[src/rtl/i2c_master.sv]
// Single-master I2C controller: START, 7-bit address, N data bytes, STOP.
// Open-drain pins (1 = release), SCL stretching honoured in the high half.
module i2c_master #(
  parameter int CLK_DIV = 4
) (
  input  logic       clock,
  input  logic       reset_n,
  input  logic       enable,
  input  logic       start,
  input  logic [6:0] address,
  input  logic       read_write_flag,
  input  logic [7:0] byte_number,
  input  logic [7:0] data_write,
  output logic [7:0] data_read,
  output logic       data_request,
  output logic       data_finish,
  output logic       transfer_status,
  output logic       error,
  input  logic       scl_in,
  input  logic       sda_in,
  output logic       scl_out,
  output logic       sda_out
);

  localparam int HALF = CLK_DIV / 2;
  localparam int CW   = $clog2(CLK_DIV);

  localparam logic [CW-1:0] C_HL  = CW'(HALF - 1);
  localparam logic [CW-1:0] C_HH  = CW'(HALF);
  localparam logic [CW-1:0] C_RQ  = CW'(CLK_DIV - 2);
  localparam logic [CW-1:0] C_END = CW'(CLK_DIV - 1);

  typedef enum logic [3:0] {
    IDLE,
    START,
    ADDR,
    ADDR_ACK,
    WR_BYTE,
    WR_ACK,
    RD_BYTE,
    RD_ACK,
    STOP
  } state_t;

  state_t      state;
  logic [CW-1:0] cnt;
  logic [2:0]  bit_idx;
  logic [7:0]  shreg;
  logic [7:0]  tx_buf;
  logic [7:0]  rx;
  logic [7:0]  remaining;
  logic        rw_r;
  logic        ack_r;

  logic        stall;
  logic        ack_now;
  logic        more;
  logic [7:0]  dec;
  logic [7:0]  wr_byte;

  assign stall   = scl_out & ~scl_in;
  assign ack_now = (cnt == C_HH) ? sda_in : ack_r;
  assign more    = remaining > 8'd1;
  assign dec     = (remaining == 8'd0) ? 8'd0
                                       : remaining - 8'd1;
  // data_write is valid in the data_request cycle itself
  assign wr_byte = data_request ? data_write : tx_buf;

  always_ff @(posedge clock or negedge reset_n) begin
    if (!reset_n) begin
      state           <= IDLE;
      cnt             <= '0;
      bit_idx         <= '0;
      shreg           <= '0;
      tx_buf          <= '0;
      rx              <= '0;
      remaining       <= '0;
      rw_r            <= 1'b0;
      ack_r           <= 1'b0;
      scl_out         <= 1'b1;
      sda_out         <= 1'b1;
      data_read       <= '0;
      data_request    <= 1'b0;
      data_finish     <= 1'b0;
      transfer_status <= 1'b0;
      error           <= 1'b0;
    end else begin
      data_request <= 1'b0;
      data_finish  <= 1'b0;
      if (data_request) tx_buf <= data_write;
      if (state == IDLE) begin
        scl_out <= 1'b1;
        sda_out <= 1'b1;
        cnt     <= '0;
        if (start && enable) begin
          state           <= START;
          transfer_status <= 1'b1;
          error           <= 1'b0;
          shreg           <= {address, read_write_flag};
          rw_r            <= read_write_flag;
          remaining       <= byte_number;
          sda_out         <= 1'b0;
        end
      end else if (!stall) begin
        cnt <= cnt + 1'b1;
        if (state == START) begin
          if (cnt == C_HL) begin
            state   <= ADDR;
            cnt     <= '0;
            scl_out <= 1'b0;
            sda_out <= shreg[7];
            bit_idx <= 3'd7;
          end
        end else begin
          if (cnt == C_HL) scl_out <= 1'b1;
          if (cnt == C_HH) begin
            ack_r <= sda_in;
            if (state == RD_BYTE) rx <= {rx[6:0], sda_in};
          end
          if (cnt == C_RQ && !ack_now &&
              ((state == ADDR_ACK && !rw_r &&
                remaining != 8'd0) ||
               (state == WR_ACK && more)))
            data_request <= 1'b1;
          if (cnt == C_END) begin
            cnt <= '0;
            if (state == STOP) begin
              state           <= IDLE;
              sda_out         <= 1'b1;
              transfer_status <= 1'b0;
            end else begin
              scl_out <= 1'b0;
              unique case (state)
                ADDR, WR_BYTE: begin
                  if (bit_idx != 3'd0) begin
                    bit_idx <= bit_idx - 3'd1;
                    sda_out <= shreg[bit_idx - 3'd1];
                  end else begin
                    state   <= (state == ADDR) ? ADDR_ACK
                                               : WR_ACK;
                    sda_out <= 1'b1;
                  end
                end
                ADDR_ACK, WR_ACK: begin
                  if (state == WR_ACK) begin
                    data_finish <= 1'b1;
                    remaining   <= dec;
                  end
                  if (ack_r) begin
                    error   <= 1'b1;
                    state   <= STOP;
                    sda_out <= 1'b0;
                  end else if (state == ADDR_ACK &&
                               remaining == 8'd0) begin
                    state   <= STOP;
                    sda_out <= 1'b0;
                  end else if (state == ADDR_ACK && rw_r) begin
                    state   <= RD_BYTE;
                    sda_out <= 1'b1;
                    bit_idx <= 3'd7;
                  end else if (state == ADDR_ACK || more) begin
                    state   <= WR_BYTE;
                    shreg   <= wr_byte;
                    sda_out <= wr_byte[7];
                    bit_idx <= 3'd7;
                  end else begin
                    state   <= STOP;
                    sda_out <= 1'b0;
                  end
                end
                RD_BYTE: begin
                  if (bit_idx != 3'd0) begin
                    bit_idx <= bit_idx - 3'd1;
                  end else begin
                    data_read <= rx;
                    state     <= RD_ACK;
                    sda_out   <= ~more;
                  end
                end
                RD_ACK: begin
                  data_finish <= 1'b1;
                  remaining   <= dec;
                  if (more) begin
                    state   <= RD_BYTE;
                    sda_out <= 1'b1;
                    bit_idx <= 3'd7;
                  end else begin
                    state   <= STOP;
                    sda_out <= 1'b0;
                  end
                end
                default: ;
              endcase
            end
          end
        end
      end
    end
  end

endmodule

[config.mk]
export PLATFORM = sky130hd
export DESIGN_NAME = i2c_master
export DESIGN_NICKNAME = d
export VERILOG_FILES = /design/src/rtl/i2c_master.sv
export SDC_FILE = /design/constraint.sdc
export NUM_CORES = 1
export LEC_CHECK = 0
export ABC_AREA = 1
export CORE_UTILIZATION = 50
export DETAILED_ROUTE_END_ITERATION = 12
export PLACE_DENSITY = 0.74
export SYNTH_ARGS = -nofsm -noshare
export SYNTH_HDL_FRONTEND = slang
export SYNTH_SLANG_ARGS = --single-unit
[constraint.sdc]
create_clock -name clock -period 2.9 [get_ports clock]
set_clock_uncertainty 0.2 [all_clocks]
set_input_delay 0.435 -clock clock [delete_from_list [all_inputs] [get_ports clock]]
set_output_delay 0.435 -clock clock [all_outputs]
set_load 0.005 [all_outputs]
Word-level counts from Yosys, hierarchy flattened
Cells that the tools add are included.
- add/sub/neg operators: 3
- order comparisons: 2
- eq/ne operators: 29
- multiplexer cells: 103
- bitwise logic cells: 8
- reduce and logical (&&, ||, !) cells: 41
- operators with widths (cell ; count):
    two-way mux 8 bit ; 20
    two-way mux 4 bit ; 14
    two-way mux 1 bit ; 47
    two-way mux 3 bit ; 11
    AND reduction 7 bit ; 4
    == test 4 x 3 -> 1 bit, second input constant ; 4
    case mux 4 bit (4 select lines) ; 1
    case mux 8 bit (2 select lines) ; 1
    AND reduction 5 bit ; 3
    inequality test 3 bit, second input constant ; 4
    nonzero test 2 bit ; 6
    AND reduction 11 bit ; 1
    two-way mux 2 bit ; 5
    inequality test 2 bit, second input constant ; 5
    inequality test 5 bit, second input constant ; 2
    AND reduction 10 bit ; 1
    case mux 3 bit (3 select lines) ; 1
    nonzero test 3 bit ; 3
    == test 4 x 2 -> 1 bit, second input constant ; 2
    > comparator 8 x 1 -> 1 bit, second input constant ; 1
    logical AND 1 bit ; 8
    zero test 8 bit ; 1
    inequality test 2 x 1 -> 1 bit, second input constant ; 4
    nonzero test 8 bit ; 1
    25 further kinds ; 36
- register bits after elaboration: 57
- input bits: 30
- output and inout bits: 14
- word-level logic and storage cells: 202

Depth between registers and ports, before layout
Gate-level depths: netlist of run 1.
- word-level depth: 12
- gate-level depth with buffers: 13
- gate-level depth less buffers: 13

Worst setup path before layout of run 1
Ideal clock, no wire load.
- path type: reg-to-reg
- start: reg remaining[0]
- end: reg bit_idx[0]
- setup time: 0.130 ns
- data arrival time: 1.636 ns
- required time: 2.570 ns
- setup slack: 0.934 ns
- stages on the path, launching flop included: 12
- buffers on the path: 0
- clock period less this slack: 1.966 ns
- cell sequence: dfrtp_1 > inv_1 > ha_1 > nor2_1 > nor2_1 > nand2_1 > nor2_1 > o21ai_0 > o21ai_0 > nor2_2 > o21ai_0 > o21ai_0
- cells in the longest elaborated chain, start to end: 4
- elaborated cells on any way between the ends: 8
- those cells by class: 1 x order compare; 3 x eq/ne; 4 x reduce/logical
- RTL lines (element ; RTL line ; source):
    from (decl) ; 51 ; logic [7:0] remaining;
    from (signal assigned) ; 101 ; remaining <= byte_number;
    > comparator 8 x 1 -> 1 bit / zero test 8 bit (equally long branches) ; 63, 154 ;
    logical OR 1 bit / logical AND 1 bit (equally long branches) ; 161, 153 ;
    inequality test 4 bit (no line) / inequality test 3 bit (equally long branches) ; - ;
    AND reduction 11 bit (no line) * ; - ;
    to (signal assigned) ; 136 ; bit_idx <= bit_idx - 3'd1;
    to (signal assigned) ; 173 ; bit_idx <= bit_idx - 3'd1;
    to (decl) ; 47 ; logic [2:0] bit_idx;
Mark *: on every way between the ends. The rest lies on a longest branch, timed or not.
A chain may end at the register's enable or synchronous reset.

Final worst setup path of run 1
- start: reg remaining[0]
- end: reg shreg[0]
- cells in the longest elaborated chain, start to end: 4
- elaborated cells on any way between the ends: 7
- those cells by class: 1 x order compare; 1 x eq/ne; 5 x reduce/logical
- RTL lines (element ; RTL line ; source):
    > comparator 8 x 1 -> 1 bit / zero test 8 bit (equally long branches) ; 63, 154 ;
    logical OR 1 bit / logical AND 1 bit (equally long branches) ; 161, 153 ;
    nonzero test 2 bit (no line) / inequality test 2 bit (equally long branches) ; - ;
    AND reduction 10 bit (no line) * ; - ;
    to (signal assigned) ; 99 ; shreg <= {address, read_write_flag};
    to (signal assigned) ; 163 ; shreg <= wr_byte;
    to (decl) ; 48 ; logic [7:0] shreg;
Marked as above.

==> flow_metrics.py, run 1 <==
metrics = {
    "logic_synthesis": {
        "syn-num-nets": 436,
        "synthAdderAreaFrac_pct": 3.12,
        "synth.area.mux_share_pct": 3.12,
        "yosysUniqueCellTypes": 38,
        "syn_area_um2": 3210,
        "synth.avg_cell_area_um2": 8.07,
        "ys_ff_latch": 57,
        "ys_warn_count": 0,
        "synthSimpleGateAreaFrac_pct": 25.4,
        "ys_seq_area_share_pct": 44.5,
        "synthCells": 398,
        "synth-xor-area-share_pct": 0.818,
        "synth_compound_area_share_pct": 14.8,
        "synth_top_family_by_area": "simple AND/OR/NAND/NOR gates",
    },
    "clock_network": {
        "cts-htree-levels": 3,
        "cts_resized": 0,
        "clk_pin_slew_ns": 0.07,
        "clk_latency_ns": 0.33,
        "cts_setup_buffers": 0,
        "cts_tree": "yes",
        "cts_root_buf": "clkbuf_8",
        "cts_buffers": 9,
        "hold_buffers": 0,
        "cts.sinks": 57,
        "cts.path.max_buffers": 2,
    },
    "floorplanning": {
        "die_h_um": 82.1,
        "initial_core_util_pct": 53.0,
        "core_um2": 6060,
        "io_pins": 44,
        "rows": 28,
        "die_w_um": 82.1,
        "dieArea_um2": 6750,
    },
    "sta": {
        "slew_headroom_pct": 52.2,
        "worst_pin_slew_ns": 0.717,
        "finalHoldViolCount": 0,
        "tns_ns": 0,
        "period_needed_ns": 2.36,
        "rsz0062_at_grt": "no",
        "holdWs_ns": 0.0287,
        "setup_viol": 0,
        "drv_slew": 0,
        "finalCritPeriodShare_pct": 81.5,
        "fmax_ghz": 0.423,
        "finalWorstSetupSlack_ns": 0.537,
    },
    "finish": {
        "syn_to_final_growth_pct": 21.4,
        "final_cell_mix": "nand2_1, dfrtp_1, inv_1",
        "layout-drive-gt1-share_pct": 16.1,
        "fin_area_um2": 3900,
        "fillCellCount": 530,
        "antenna-diode-count": 0,
        "nets": 486,
        "layout_commonest_cell": "nand2_1",
    },
    "detailed_routing": {
        "drtIter0Drc": 191,
        "dr.pass1.iters": 4,
        "drt.antenna.violating_nets": 0,
        "wirelength_um": 6970,
        "num_vias": 2739,
        "drc": 0,
        "wire_per_inst_um": 13.2,
        "via_per_inst": 5.19,
    },
    "grt": {
        "grt_overflow": 0,
        "grt_use_total_pct": 23.7,
        "grt_max_degree": 58,
        "antenna_found_initial": 0,
        "grt_pass1_wl_um": 11900,
        "grt_pass1_vias": 2601,
    },
    "setup_path": {
        "cp_common_cell": "nor2_1",
        "cp-start-kind": "flop",
        "slowest_stage": "dfrtp_1",
        "startpoint": "remaining[0]",
        "crit_path_cell_trace": "inv_1, ha_1, nor2_1, nor2_1, nand2_1, nor2_1, a211oi_2, nand2_2, nand2_1, o21ai_2",
        "r2r-start": "remaining[0]",
        "max_stage_delay_ns": 0.39,
        "crit_path_end_kind": "flop",
        "worstPathArrival_ns": 2.41,
        "cp_max_fo": 16,
        "critical-path-top-delay-family": "simple AND/OR/NAND/NOR gates",
        "cp.buffers_inverters": 1,
        "path_class": "reg -> reg",
        "critPathRequiredTime_ns": 2.95,
    },
    "placement": {
        "dpl_cell_area_um2": 3710,
        "dp_slack_ns": 0.585,
        "dp_hpwl_um": 5140,
        "portBuffers": 43,
        "place_congestion": 0.895,
    },
    "hold_path": {
        "worstHoldPathType": "in -> async",
    },
    "status": {
        "status": "complete, no violations",
    },
    "power_and_ir_drop": {
        "ir_worst_vdd_uv": 307,
        "power.density_nw_per_um2": 467,
        "leakage_nw": 1.82,
    },
    "flow_run": {
        "maxCapViolCount": 0,
    },
}
-- Yosys cell counts, drive strengths merged --
master	n	area, um^2
dfstp	2	52.6
inv	57	214
mux2	8	90.1
a211oi	1	12.5
nand3b	2	15.0
dfrtp	55	1380
a21boi	6	45.0
nand3	17	90.1
nor4	3	33.8
ha	8	100
mux2i	1	10.0
a31oi	3	18.8
o21a	2	15.0
clkbuf	3	11.3
clkinv	1	5.00
nor3	6	41.3
a32oi	1	8.76
nor2	40	193
o31ai	1	7.51
nand2	106	423
o21bai	1	7.51
xnor2	1	8.76
o21ai	54	312
nand4	3	18.8
a21oi	7	35.0
xor2	2	17.5
o22ai	2	12.5
buf	5	37.5
-- per-layer routing --
layer  vias to the layer above  part of all wire, %  track usage (%)
li1                       1383                    -                -
met1                      1261                   45             31.0
met2                        84                   48             38.2
met3                        11                  5.4             4.29
met4                         0                  1.7             10.7
met5                         -                    0                0
-- through the flow --
stage | total power (W) | cells | util, %
after global placement | 0.00112 | 512 | 61.3
final | 0.00182 | 528 | 64.3
after global routing | 0.00191 | 528 | 64.3
after detailed placement | 0.00113 | 512 | 61.3
after floorplan | 0.00101 | 398 | -
after CTS | 0.00184 | 528 | 64.3
-- worst reg2reg max path: stages, from the launching register on --
cell and delay (ns):
dfrtp_1 0.39, inv_1 0.14, ha_1 0.24, nor2_1 0.07
nor2_1 0.21, nand2_1 0.13, nor2_1 0.23, a211oi_2 0.11
nand2_2 0.33, nand2_1 0.16, o21ai_2 0.09
-- cell type report --
type	count	area, um^2	share of cell area [%]
multi-input combinational	275	1520	38.9
sequential	57	1430	36.6
timing repair buffer	47	455	11.7
inverter	58	219	5.61
clock buffer	11	131	3.37
tap	75	93.8	2.41
clock inverter	5	56.3	1.44
-- where the power goes --
group / switching (W) / total (W) / internal (W)
sequential: 0.0000251 / 0.000855 / 0.000830
clock: 0.000311 / 0.000706 / 0.000395
combinational: 0.000147 / 0.000260 / 0.000113
total: 0.000483 / 0.00182 / 0.00134
-- logic make-up after synthesis --
family,count (synthesis)
flip-flops,57
adder cells (fa/ha/maj),8
AND/OR/NAND/NOR,177
buffers and inverters,66
multiplexers,9
AO/OA/AOI/OAI,78
XOR/XNOR,3
-- sequential cells by signal (all words and copies together) (netlist names), 2 cells and up --
name       count
shreg          8
data_read      8
tx_buf         8
state          4
cnt            2
bit_idx        3
rx             8
remaining      8
-- path summary, 6_finish.rpt --
path	to	slack, ns	depth (start not counted)
worst max-delay path	shreg[0]	0.54	10
worst min-delay path	rx[1]	0.03	2
worst max register to register	shreg[0]	0.54	10
worst min register to register	data_read[6]	0.28	2
max in group asynchronous	remaining[1]	1.98	2
min in group clock	data_read[6]	0.28	2
Power figures use the tool's default switching activity.
==> inputs of run 2 (changes only) <==
PLACE_DENSITY = 0.77   (was 0.74)
clock period = 2.17 ns   (was 2.9 ns; I/O delays follow)
==> run 2 against run 1 <==
Compared with the run above: core utilization grew 4.1 points; combinational power grew 40%; die area is the same.
==> flow_metrics.py, run 2 (synthesis results as in run 1) <==
metrics = {
    "floorplanning": {
        "die_w_um": 82.1,
        "io_pins": 44,
        "die_h_um": 82.1,
        "core_um2": 6060,
        "initial_core_util_pct": 53.0,
        "rows": 28,
        "dieArea_um2": 6750,
    },
    "setup_path": {
        "crit_path_end_kind": "flop",
        "worstPathArrival_ns": 2.11,
        "cp_max_fo": 16,
        "reg2reg_slack_ns": 0.09,
        "cp-start-kind": "flop",
        "path_class": "reg -> reg",
        "critPathRequiredTime_ns": 2.20,
    },
    "finish": {
        "layout_commonest_cell": "nand2_1",
        "seqCellArea_um2": 1430,
        "antenna-diode-count": 0,
        "multi_input_area_um2": 1530,
        "fin_area_um2": 4150,
        "syn_to_final_growth_pct": 29.2,
        "nets": 504,
        "fillCellCount": 521,
        "final_cell_count_no_fill": 546,
        "final_cell_mix": "nand2_1, dfrtp_1, inv_1",
        "layout-drive-gt1-share_pct": 20.6,
    },
    "sta": {
        "finalCritPeriodShare_pct": 95.8,
        "drv_slew": 0,
        "finalWorstSetupSlack_ns": 0.0908,
        "setup_viol": 0,
        "holdWs_ns": 0.238,
        "finalHoldViolCount": 0,
        "worst_pin_slew_ns": 0.430,
        "rsz0062_at_grt": "no",
        "slew_headroom_pct": 71.2,
        "period_needed_ns": 2.08,
        "fmax_ghz": 0.481,
    },
    "hold_path": {
        "worstHoldPathType": "in -> async",
    },
    "detailed_routing": {
        "drtIter0Drc": 144,
        "num_vias": 2810,
        "drt.antenna.violating_nets": 0,
        "dr.pass1.iters": 4,
        "wire_per_inst_um": 13.5,
        "drc": 0,
        "wirelength_um": 7360,
        "via_per_inst": 5.15,
    },
    "power_and_ir_drop": {
        "combinationalPowerShare_pct": 13.7,
        "seqPwrFrac_pct": 43.0,
        "p_int_w": 0.00193,
        "switching_share_pct": 27.3,
        "ir_worst_vdd_uv": 517,
        "power.density_nw_per_um2": 639,
        "p_clk_share_pct": 43.3,
        "leakage_nw": 1.95,
        "finalPower_w": 0.00265,
        "switchingPower_w": 0.000724,
    },
    "flow_run": {
        "maxCapViolCount": 0,
    },
    "placement": {
        "portBuffers": 43,
        "dp_slack_ns": -0.115,
        "place_congestion": 0.909,
        "dp_cells": 527,
        "dp_hpwl_um": 5390,
        "dpl_cell_area_um2": 3860,
    },
    "grt": {
        "grt_use_total_pct": 24.7,
        "grt_pass1_wl_um": 12500,
        "grt_max_degree": 43,
        "grt_overflow": 0,
        "grt_pass1_vias": 2722,
        "antenna_found_initial": 0,
    },
    "status": {
        "status": "complete, no violations",
    },
    "clock_network": {
        "cts.sinks": 57,
        "cts.path.max_buffers": 2,
        "cts_root_buf": "clkbuf_8",
        "cts_buffers": 9,
        "cts-htree-levels": 3,
        "cts_tree": "yes",
        "clk_latency_ns": 0.35,
        "clk_pin_slew_ns": 0.08,
    },
}
## run 2: worst paths after layout
path                       depth (start not counted)  endpoint  startpoint
max                                               10  shreg[1]    state[0]
min                                                2    cnt[0]     reset_n
max reg2reg                                       10  shreg[1]    state[0]
min reg2reg                                        2   sda_out     sda_out
max in group asynchronous                          3   sda_out     reset_n
min in group clock                                 2   sda_out     sda_out
## run 2: power by group through the flow
stage | sequential (W) | clock (W) | combinational (W)
detailed placement | 0.00116 | 0 | 0.000358
global placement | 0.00116 | 0 | 0.000348
CTS | 0.00114 | 0.00116 | 0.000361
global route | 0.00115 | 0.00120 | 0.000410
floorplan | 0.00115 | 0 | 0.000196
finish | 0.00114 | 0.00115 | 0.000363
## run 2: through the flow
step	util (%)	TNS, ns
floorplan	-	0
global placement	63.7	-0.0709
detailed placement	63.7	-0.675
CTS	68.0	0
global route	68.5	0
finish	68.5	0
## run 2: what timing repair did
action,in CTS,in global routing
hold buffers,1,0
buffers inserted,1,1
pin swaps,1,4
endpoints found under the hold margin,14,0
gates resized for setup,0,10
cloned,0,0
endpoints found under the setup margin,5,14
## run 2: area by class of cell
| class | count | area share [%] |
|---|---|---|
| Multi-Input combinational cell | 275 | 36.9 |
| Sequential cell | 57 | 34.5 |
| Tap cell | 75 | 2.26 |
| Inverter | 58 | 5.28 |
| Timing Repair Buffer | 65 | 15.5 |
| Clock buffer | 9 | 2.99 |
| Clock inverter | 7 | 2.50 |
## run 2: layer usage
layer  track usage (%)  vias to the layer above  wire [um]
met3              4.40                        8        357
li1                  -                     1420          -
met5                 0                        -          0
met2              39.8                       70       3510
met1              33.3                     1312       3430
met4              8.77                        0         63
## run 2: critical path: stages, from the launching register on
cell,delay [ns]
dfrtp_2,0.49
nor2_4,0.17
nand2_2,0.09
buf_4,0.16
inv_2,0.13
nor2_2,0.08
nor4_4,0.22
nand2_2,0.10
buf_12,0.16
nand2_1,0.09
o21ai_2,0.06
